<file path="src/rtl/yin_tau_search_if.sv">
// Stream/control bundle for yin_tau_search: start/average, d' sample stream with
// ready/valid, and the published result.
interface yin_tau_search_if #(
  parameter int DATA_WIDTH = 64,
  parameter int TAU_BITS   = 8
);
  logic                  start;
  logic [DATA_WIDTH-1:0] average;
  logic                  in_valid;
  logic [DATA_WIDTH-1:0] in_data;
  logic                  in_ready;
  logic                  busy;
  logic                  done;
  logic                  found;
  logic [TAU_BITS-1:0]   min_tau;
  logic [DATA_WIDTH-1:0] min_value;

  modport master (
    output start, average, in_valid, in_data,
    input  in_ready, busy, done, found, min_tau, min_value
  );

  modport slave (
    input  start, average, in_valid, in_data,
    output in_ready, busy, done, found, min_tau, min_value
  );
endinterface

</file>
<file path="src/rtl/yin_tau_search.sv">
// Streaming YIN absolute-threshold tau search over one window of d'(tau) samples.
// Optional macro YIN_GLOBAL_MIN_FALLBACK_EN: report the global minimum when nothing crosses.
//
// state   | meaning
// IDLE    | waiting for start; average latched on start
// THRESH  | one cycle: thr = (average*THRESH_NUM) >> THRESH_SHIFT
// SCAN    | looking for the first sample below thr (tau >= MIN_TAU)
// DESCEND | following the dip down to its local minimum
// DRAIN   | result published, consuming the rest of the window
module yin_tau_search #(
  parameter int DATA_WIDTH      = 64,
  parameter int TAU_BITS        = 8,
  parameter int MAX_TAU         = 40,
  parameter int MIN_TAU         = 2,
  parameter int THRESH_NUM_BITS = 16,
  parameter int THRESH_NUM      = 655,
  parameter int THRESH_SHIFT    = 16
) (
  input  logic              clk,
  input  logic              reset,
  yin_tau_search_if.slave   bus
);

  localparam int THR_W = DATA_WIDTH + THRESH_NUM_BITS;
  localparam logic [THRESH_NUM_BITS-1:0] THR_NUM_L = THRESH_NUM_BITS'(THRESH_NUM);
  localparam logic [TAU_BITS-1:0]        LAST_TAU  = TAU_BITS'(MAX_TAU - 1);
  localparam logic [TAU_BITS-1:0]        MIN_TAU_L = TAU_BITS'(MIN_TAU);

  typedef enum logic [2:0] {IDLE, THRESH, SCAN, DESCEND, DRAIN} state_t;

  state_t                state_q, state_d;
  logic [DATA_WIDTH-1:0] avg_q, avg_d;
  logic [THR_W-1:0]      thr_q, thr_d;
  logic [TAU_BITS-1:0]   tau_q, tau_d;
  logic [TAU_BITS-1:0]   cand_tau_q, cand_tau_d;
  logic [DATA_WIDTH-1:0] cand_val_q, cand_val_d;
  logic                  busy_q, busy_d;
  logic                  done_q, done_d;
  logic                  found_q, found_d;
  logic [TAU_BITS-1:0]   min_tau_q, min_tau_d;
  logic [DATA_WIDTH-1:0] min_value_q, min_value_d;
`ifdef YIN_GLOBAL_MIN_FALLBACK_EN
  logic                  gmin_valid_q, gmin_valid_d;
  logic [TAU_BITS-1:0]   gmin_tau_q, gmin_tau_d;
  logic [DATA_WIDTH-1:0] gmin_val_q, gmin_val_d;
`endif

  logic [THR_W-1:0] thr_calc;
  logic             in_ready_c;
  logic             accept;
  logic             is_last;
  logic             eligible;
  logic             below_thr;

  // Full-width product so the threshold is never truncated before the shift.
  assign thr_calc   = (THR_W'(avg_q) * THR_W'(THR_NUM_L)) >> THRESH_SHIFT;
  assign in_ready_c = (state_q == SCAN) || (state_q == DESCEND) || (state_q == DRAIN);
  assign accept     = bus.in_valid && in_ready_c;
  assign is_last    = (tau_q == LAST_TAU);
  assign eligible   = (tau_q >= MIN_TAU_L);
  assign below_thr  = (THR_W'(bus.in_data) < thr_q);

  always_ff @(posedge clk or posedge reset) begin
    if (reset) begin
      state_q     <= IDLE;
      avg_q       <= '0;
      thr_q       <= '0;
      tau_q       <= '0;
      cand_tau_q  <= '0;
      cand_val_q  <= '0;
      busy_q      <= 1'b0;
      done_q      <= 1'b0;
      found_q     <= 1'b0;
      min_tau_q   <= '0;
      min_value_q <= '0;
`ifdef YIN_GLOBAL_MIN_FALLBACK_EN
      gmin_valid_q <= 1'b0;
      gmin_tau_q   <= '0;
      gmin_val_q   <= '0;
`endif
    end else begin
      state_q     <= state_d;
      avg_q       <= avg_d;
      thr_q       <= thr_d;
      tau_q       <= tau_d;
      cand_tau_q  <= cand_tau_d;
      cand_val_q  <= cand_val_d;
      busy_q      <= busy_d;
      done_q      <= done_d;
      found_q     <= found_d;
      min_tau_q   <= min_tau_d;
      min_value_q <= min_value_d;
`ifdef YIN_GLOBAL_MIN_FALLBACK_EN
      gmin_valid_q <= gmin_valid_d;
      gmin_tau_q   <= gmin_tau_d;
      gmin_val_q   <= gmin_val_d;
`endif
    end
  end

  always_comb begin
    state_d     = state_q;
    avg_d       = avg_q;
    thr_d       = thr_q;
    tau_d       = tau_q;
    cand_tau_d  = cand_tau_q;
    cand_val_d  = cand_val_q;
    busy_d      = busy_q;
    done_d      = 1'b0;
    found_d     = found_q;
    min_tau_d   = min_tau_q;
    min_value_d = min_value_q;
`ifdef YIN_GLOBAL_MIN_FALLBACK_EN
    gmin_valid_d = gmin_valid_q;
    gmin_tau_d   = gmin_tau_q;
    gmin_val_d   = gmin_val_q;
`endif

    case (state_q)
      IDLE: begin
        if (bus.start) begin
          avg_d   = bus.average;
          tau_d   = '0;
          busy_d  = 1'b1;
          state_d = THRESH;
`ifdef YIN_GLOBAL_MIN_FALLBACK_EN
          gmin_valid_d = 1'b0;
`endif
        end
      end

      THRESH: begin
        thr_d   = thr_calc;
        state_d = SCAN;
      end

      SCAN: begin
        if (accept) begin
          tau_d = tau_q + 1'b1;
`ifdef YIN_GLOBAL_MIN_FALLBACK_EN
          if (eligible && (!gmin_valid_q || (bus.in_data < gmin_val_q))) begin
            gmin_valid_d = 1'b1;
            gmin_tau_d   = tau_q;
            gmin_val_d   = bus.in_data;
          end
`endif
          if (eligible && below_thr) begin
            cand_tau_d = tau_q;
            cand_val_d = bus.in_data;
            if (is_last) begin
              // Crossing on the final sample is already its own local minimum.
              done_d      = 1'b1;
              found_d     = 1'b1;
              min_tau_d   = tau_q;
              min_value_d = bus.in_data;
              busy_d      = 1'b0;
              state_d     = IDLE;
            end else begin
              state_d = DESCEND;
            end
          end else if (is_last) begin
            done_d  = 1'b1;
            found_d = 1'b0;
`ifdef YIN_GLOBAL_MIN_FALLBACK_EN
            min_tau_d   = gmin_tau_d;
            min_value_d = gmin_val_d;
`else
            min_tau_d   = '0;
            min_value_d = '0;
`endif
            busy_d  = 1'b0;
            state_d = IDLE;
          end
        end
      end

      DESCEND: begin
        if (accept) begin
          tau_d = tau_q + 1'b1;
          if (bus.in_data < cand_val_q) begin
            cand_tau_d = tau_q;
            cand_val_d = bus.in_data;
            if (is_last) begin
              done_d      = 1'b1;
              found_d     = 1'b1;
              min_tau_d   = tau_q;
              min_value_d = bus.in_data;
              busy_d      = 1'b0;
              state_d     = IDLE;
            end
          end else begin
            done_d      = 1'b1;
            found_d     = 1'b1;
            min_tau_d   = cand_tau_q;
            min_value_d = cand_val_q;
            if (is_last) begin
              busy_d  = 1'b0;
              state_d = IDLE;
            end else begin
              state_d = DRAIN;
            end
          end
        end
      end

      DRAIN: begin
        if (accept) begin
          tau_d = tau_q + 1'b1;
          if (is_last) begin
            busy_d  = 1'b0;
            state_d = IDLE;
          end
        end
      end

      default: state_d = IDLE;
    endcase
  end

  assign bus.in_ready  = in_ready_c;
  assign bus.busy      = busy_q;
  assign bus.done      = done_q;
  assign bus.found     = found_q;
  assign bus.min_tau   = min_tau_q;
  assign bus.min_value = min_value_q;

endmodule
</file>
<file path="src/flat_wrapper.sv">
// flat-port wrapper written by rule: the top's interface ports become plain ports
module yin_tau_search_flat 
#(
  parameter int DATA_WIDTH      = 64,
  parameter int TAU_BITS        = 8,
  parameter int MAX_TAU         = 40,
  parameter int MIN_TAU         = 2,
  parameter int THRESH_NUM_BITS = 16,
  parameter int THRESH_NUM      = 655,
  parameter int THRESH_SHIFT    = 16
)
  (clk, reset, bus_start, bus_average, bus_in_valid, bus_in_data, bus_in_ready, bus_busy, bus_done, bus_found, bus_min_tau, bus_min_value);
  yin_tau_search_if #(.DATA_WIDTH(DATA_WIDTH), .TAU_BITS(TAU_BITS)) bus_i ();
  input  logic clk;
  input  logic reset;
  input wire logic [$bits(bus_i.start)-1:0] bus_start;
  input wire logic [$bits(bus_i.average)-1:0] bus_average;
  input wire logic [$bits(bus_i.in_valid)-1:0] bus_in_valid;
  input wire logic [$bits(bus_i.in_data)-1:0] bus_in_data;
  output wire logic [$bits(bus_i.in_ready)-1:0] bus_in_ready;
  output wire logic [$bits(bus_i.busy)-1:0] bus_busy;
  output wire logic [$bits(bus_i.done)-1:0] bus_done;
  output wire logic [$bits(bus_i.found)-1:0] bus_found;
  output wire logic [$bits(bus_i.min_tau)-1:0] bus_min_tau;
  output wire logic [$bits(bus_i.min_value)-1:0] bus_min_value;
  assign bus_i.start = bus_start;
  assign bus_i.average = bus_average;
  assign bus_i.in_valid = bus_in_valid;
  assign bus_i.in_data = bus_in_data;
  assign bus_in_ready = bus_i.in_ready;
  assign bus_busy = bus_i.busy;
  assign bus_done = bus_i.done;
  assign bus_found = bus_i.found;
  assign bus_min_tau = bus_i.min_tau;
  assign bus_min_value = bus_i.min_value;
  yin_tau_search #(.DATA_WIDTH(DATA_WIDTH), .TAU_BITS(TAU_BITS), .MAX_TAU(MAX_TAU), .MIN_TAU(MIN_TAU), .THRESH_NUM_BITS(THRESH_NUM_BITS), .THRESH_NUM(THRESH_NUM), .THRESH_SHIFT(THRESH_SHIFT)) u_core (.clk(clk), .reset(reset), .bus(bus_i));
endmodule
</file>
<file path="config.mk">
export PLATFORM = sky130hd
export DESIGN_NAME = yin_tau_search_flat
export DESIGN_NICKNAME = d
export VERILOG_FILES = /design/src/rtl/yin_tau_search_if.sv /design/src/rtl/yin_tau_search.sv /design/src/flat_wrapper.sv
export SDC_FILE = /design/constraint.sdc
export NUM_CORES = 2
export LEC_CHECK = 0
export BUFFER_PORTS_ARGS = -buffer_cell sky130_fd_sc_hd__buf_2
export CAP_MARGIN = 20
export CORE_MARGIN = 4
export CORE_UTILIZATION = 32
export DETAILED_ROUTE_END_ITERATION = 10
export PLACE_DENSITY = 0.56
export SLEW_MARGIN = 20
export SYNTH_ARGS = -nofsm -noshare
export SYNTH_HDL_FRONTEND = slang
export SYNTH_SLANG_ARGS = --single-unit
</file>
<file path="constraint.sdc">
create_clock -name clk -period 10.9 [get_ports clk]
set_clock_uncertainty 0.2 [all_clocks]
set_input_delay 1.635 -clock clk [delete_from_list [all_inputs] [get_ports clk]]
set_output_delay 1.635 -clock clk [all_outputs]
set_load 0.03 [all_outputs]
</file>
==> flow_summary.ini <==
[detailed_routing]
detail_route.wirelength_mm = 75.2
ant_nets = 0
first_iter_violations = 1152
detailroute.via_count = 20517
firstDrtPassIters = 5
drt-vias-per-instance = 4.94
drt_drc_violations_left = 0
wl_per_cell_um = 18.1

[critical_path]
cp_slowest_cell = sky130_fd_sc_hd__dfrtp_1
worst_r2r_endpoint = u_core.thr_q[51]
kind_of_capture_point_of_the_worst_setup_path = register
cp_cell_sequence = fa_1 > ha_1 > fa_1 > fa_1 > inv_1 > fa_1 > inv_1 > ha_1 > a21oi_1 > o21ai_0 > a22oi_1 > nand4bb_1 > and2_1 > a31oi_1 > o21ai_1 > a21o_1 > a21boi_1 > o21ai_1 > or4_1 > nand3_1
timing.reg2reg.setup_slack_ps = 4330
timing.critical_path.to = u_core.thr_q[51]
max_stage_delay_ps = 590
worst_setup_path_start_kind = register
regToRegStartpoint = u_core.avg_q[17]
startpoint = u_core.avg_q[17]
crit_path_required_time_ps = 11190
critical_path.max_fanout = 7
crit_type = register to register
timing.critical_path.depth = 20
path_buf_inv = 2
critical_path_arrival_ps = 6860
path_delay_family = adder cells
worst_r2r_path_depth = 20
cp_most_frequent_cell = sky130_fd_sc_hd__fa_1

[sta]
finalWorstSetupSlack_ps = 4330
timing.fmax_mhz = 152
slew_headroom_pct = 32.0
setup-tns-final_ps = 0
final_max_slew_viol_count = 0
worst_hold_slack_ps = 275
worst_slew_pin_slew_ps = 994
final_min_period_over_clock_period_pct = 60.3
setup_violations = 0
grt_setup_unrepaired = false
hold_viol_final = 0
fin_crit_ps = 6570

[layout]
nFillCells = 8808
final-instance-count-excl-fill = 4154
drive_above_1_share_pct = 10.3
fin_nets = 3763
area_growth_syn_to_layout_pct = 12.6

[synth]
post_synth.cell_area_avg_um2 = 9.69
synth_sequential_area_ratio_pct = 25.5
synth_area_leaders = sky130_fd_sc_hd__dfrtp_1, sky130_fd_sc_hd__ha_1, sky130_fd_sc_hd__fa_1
synth-async-reset-ratio_pct = 100
synth_seq_cells = 280
yosys_warnings = 0
yosys.cell_types.count = 67
synth.top_cell.area_share_pct = 25.5
synth-edff-count = 0
synth_top_flop_cell = sky130_fd_sc_hd__dfrtp_1
synthesis.nets = 3613
largest_area_contributor_in_the_synthesized_netlist = sky130_fd_sc_hd__dfrtp_1
synth_area_um2 = 27400
post_synthesis_instance_total = 2831

[clock_network]
worstSkewPairLatency_ps = 560
cts_hold_repair.buffers = 0
tritoncts = done
cts_inserted_buffers = 36
ctsLongestPathBuffers = 3
clock_tree.root_cell = sky130_fd_sc_hd__clkbuf_16
cts_setup_buffers = 0
cts.sinks = 280
htreeDepth = 2
clock_pin_slew_on_the_worst_setup_and_hold_paths_ps = 60
cts_resized = 0

[status]
status = finished, final reports clean

[die]
io_pins = 208
core_area_um2 = 85100
die_w_um = 301
fp.dieH_um = 301
die_area_um2 = 90500
start_util_pct = 32.2
placement_rows = 107

[grt]
grt_antenna_before_repair = 12
track_usage_pct = 16.7
first_global_vias = 21058
global_route.overflow_total = 0
grt_max_degree = 148
first_pass_grt_wire_length_mm = 120

[placed_design]
post-place-cells = 4087
numPortBuffers = 207
place_ws_ps = 4340
gp_congestion = 0.847
dp.final_hpwl_mm = 58.9

[worst_hold_path]
min-delay-path-class = register to register
worst_hold_startpoint = u_core.thr_q[13]

[run]
max-cap-violations = 0
==> cell families after synthesis <==
| group | Yosys count | synth area share, % |
|---|---|---|
| buffers and inverters | 538 | 7.40 |
| muxes | 151 | 5.88 |
| DFF | 280 | 25.5 |
| adders and majority gates | 650 | 36.2 |
| xor gates and xnor gates | 59 | 1.88 |
| AOI/OAI and AO/OA | 653 | 14.5 |
| and+or+nand+nor | 500 | 8.63 |
==> Yosys cell counts (69+ instances only) <==
cell type / count
sky130_fd_sc_hd__mux2_1: 72
sky130_fd_sc_hd__fa_1: 239
sky130_fd_sc_hd__mux2i_1: 69
sky130_fd_sc_hd__ha_1: 411
sky130_fd_sc_hd__nand4_1: 94
sky130_fd_sc_hd__a21o_1: 78
sky130_fd_sc_hd__nand2_1: 237
sky130_fd_sc_hd__o21ai_0: 161
sky130_fd_sc_hd__clkbuf_1: 98
sky130_fd_sc_hd__a21oi_1: 240
sky130_fd_sc_hd__dfrtp_1: 280
sky130_fd_sc_hd__inv_1: 427
==> cell usage in the layout (no fill, tap or decap), drive strengths merged, types with 12 or more instances in the layout <==
master	synthesis	final
clkbuf	98	48
nor2b	15	15
o211ai	64	64
a21oi	241	241
fa	239	239
ha	411	411
mux2i	69	69
dfrtp	280	280
mux2	82	82
xnor2	37	37
nor3	17	17
o21bai	15	15
o21ai	172	172
inv	427	430
nand2b	14	14
xor2	22	22
nand3	21	21
nand4	94	94
a21o	78	78
a31oi	13	13
and3	12	12
nor2	58	58
nand2	237	237
buf	13	223
==> worst reg2reg max path: stages, from the launching register on <==
cell and delay [ps]:
sky130_fd_sc_hd__dfrtp_1 590, sky130_fd_sc_hd__fa_1 500, sky130_fd_sc_hd__ha_1 320, sky130_fd_sc_hd__fa_1 460
sky130_fd_sc_hd__fa_1 540, sky130_fd_sc_hd__inv_1 50, sky130_fd_sc_hd__fa_1 500, sky130_fd_sc_hd__inv_1 40
sky130_fd_sc_hd__ha_1 360, sky130_fd_sc_hd__a21oi_1 200, sky130_fd_sc_hd__o21ai_0 110, sky130_fd_sc_hd__a22oi_1 370
sky130_fd_sc_hd__nand4bb_1 150, sky130_fd_sc_hd__and2_1 220, sky130_fd_sc_hd__a31oi_1 360, sky130_fd_sc_hd__o21ai_1 250
sky130_fd_sc_hd__a21o_1 270, sky130_fd_sc_hd__a21boi_1 280, sky130_fd_sc_hd__o21ai_1 210, sky130_fd_sc_hd__or4_1 430
sky130_fd_sc_hd__nand3_1 90
==> flip-flops by register name, indices dropped and copies added, names as in the netlist <==
signal,cells
u_core.bus.done,1
u_core.cand_tau_q,8
u_core.bus.min_tau,8
u_core.tau_q,8
u_core.avg_q,64
u_core.thr_q,58
u_core.state_q,3
u_core.bus.found,1
u_core.bus.min_value,64
u_core.bus.busy,1
u_core.cand_val_q,64
==> final cells by class <==
class                      instances  area (um^2)  share of cell area [%]
antenna                            4         10.0                  0.0324
sequential                       280         7010                    22.7
inverter                         427         1610                    5.22
multi-input combinational       2013        18500                    59.8
clock buffer                      48         1020                    3.29
timing repair buffer             223         1170                    3.79
clock inverter                    15          168                   0.543
tap                             1144         1430                    4.64
==> per-layer routing <==
layer / GRT usage, % / up-vias / wire length, um
met5: 0 / - / 61
met4: 3.61 / 10 / 1410
met3: 3.21 / 83 / 4100
met2: 27.8 / 408 / 35300
met1: 22.5 / 9968 / 34300
li1: - / 10048 / -
==> metrics by stage <==
| step | area, um^2 | utilization, % |
|---|---|---|
| after floorplan | 27400 | - |
| after global placement | 29700 | 34.9 |
| after detailed placement | 29700 | 34.9 |
| after CTS | 30900 | 36.2 |
| after global routing | 30900 | 36.2 |
| final | 30900 | 36.3 |
==> how the worst min path moves through the flow <==
| stage | to | slack [ps] | depth (start not counted) |
|---|---|---|---|
| floorplan | u_core.thr_q[10] | 250 | 2 |
| global placement | u_core.thr_q[18] | 260 | 2 |
| detailed placement | u_core.thr_q[18] | 270 | 2 |
| CTS | u_core.thr_q[18] | 280 | 2 |
| global route | u_core.cand_tau_q[3] | 290 | 1 |
| finish | u_core.thr_q[13] | 270 | 2 |
Power is left out: the tool's default activity adds up to more than one toggle a clock period on the data nets, which glitch-free logic cannot reach.
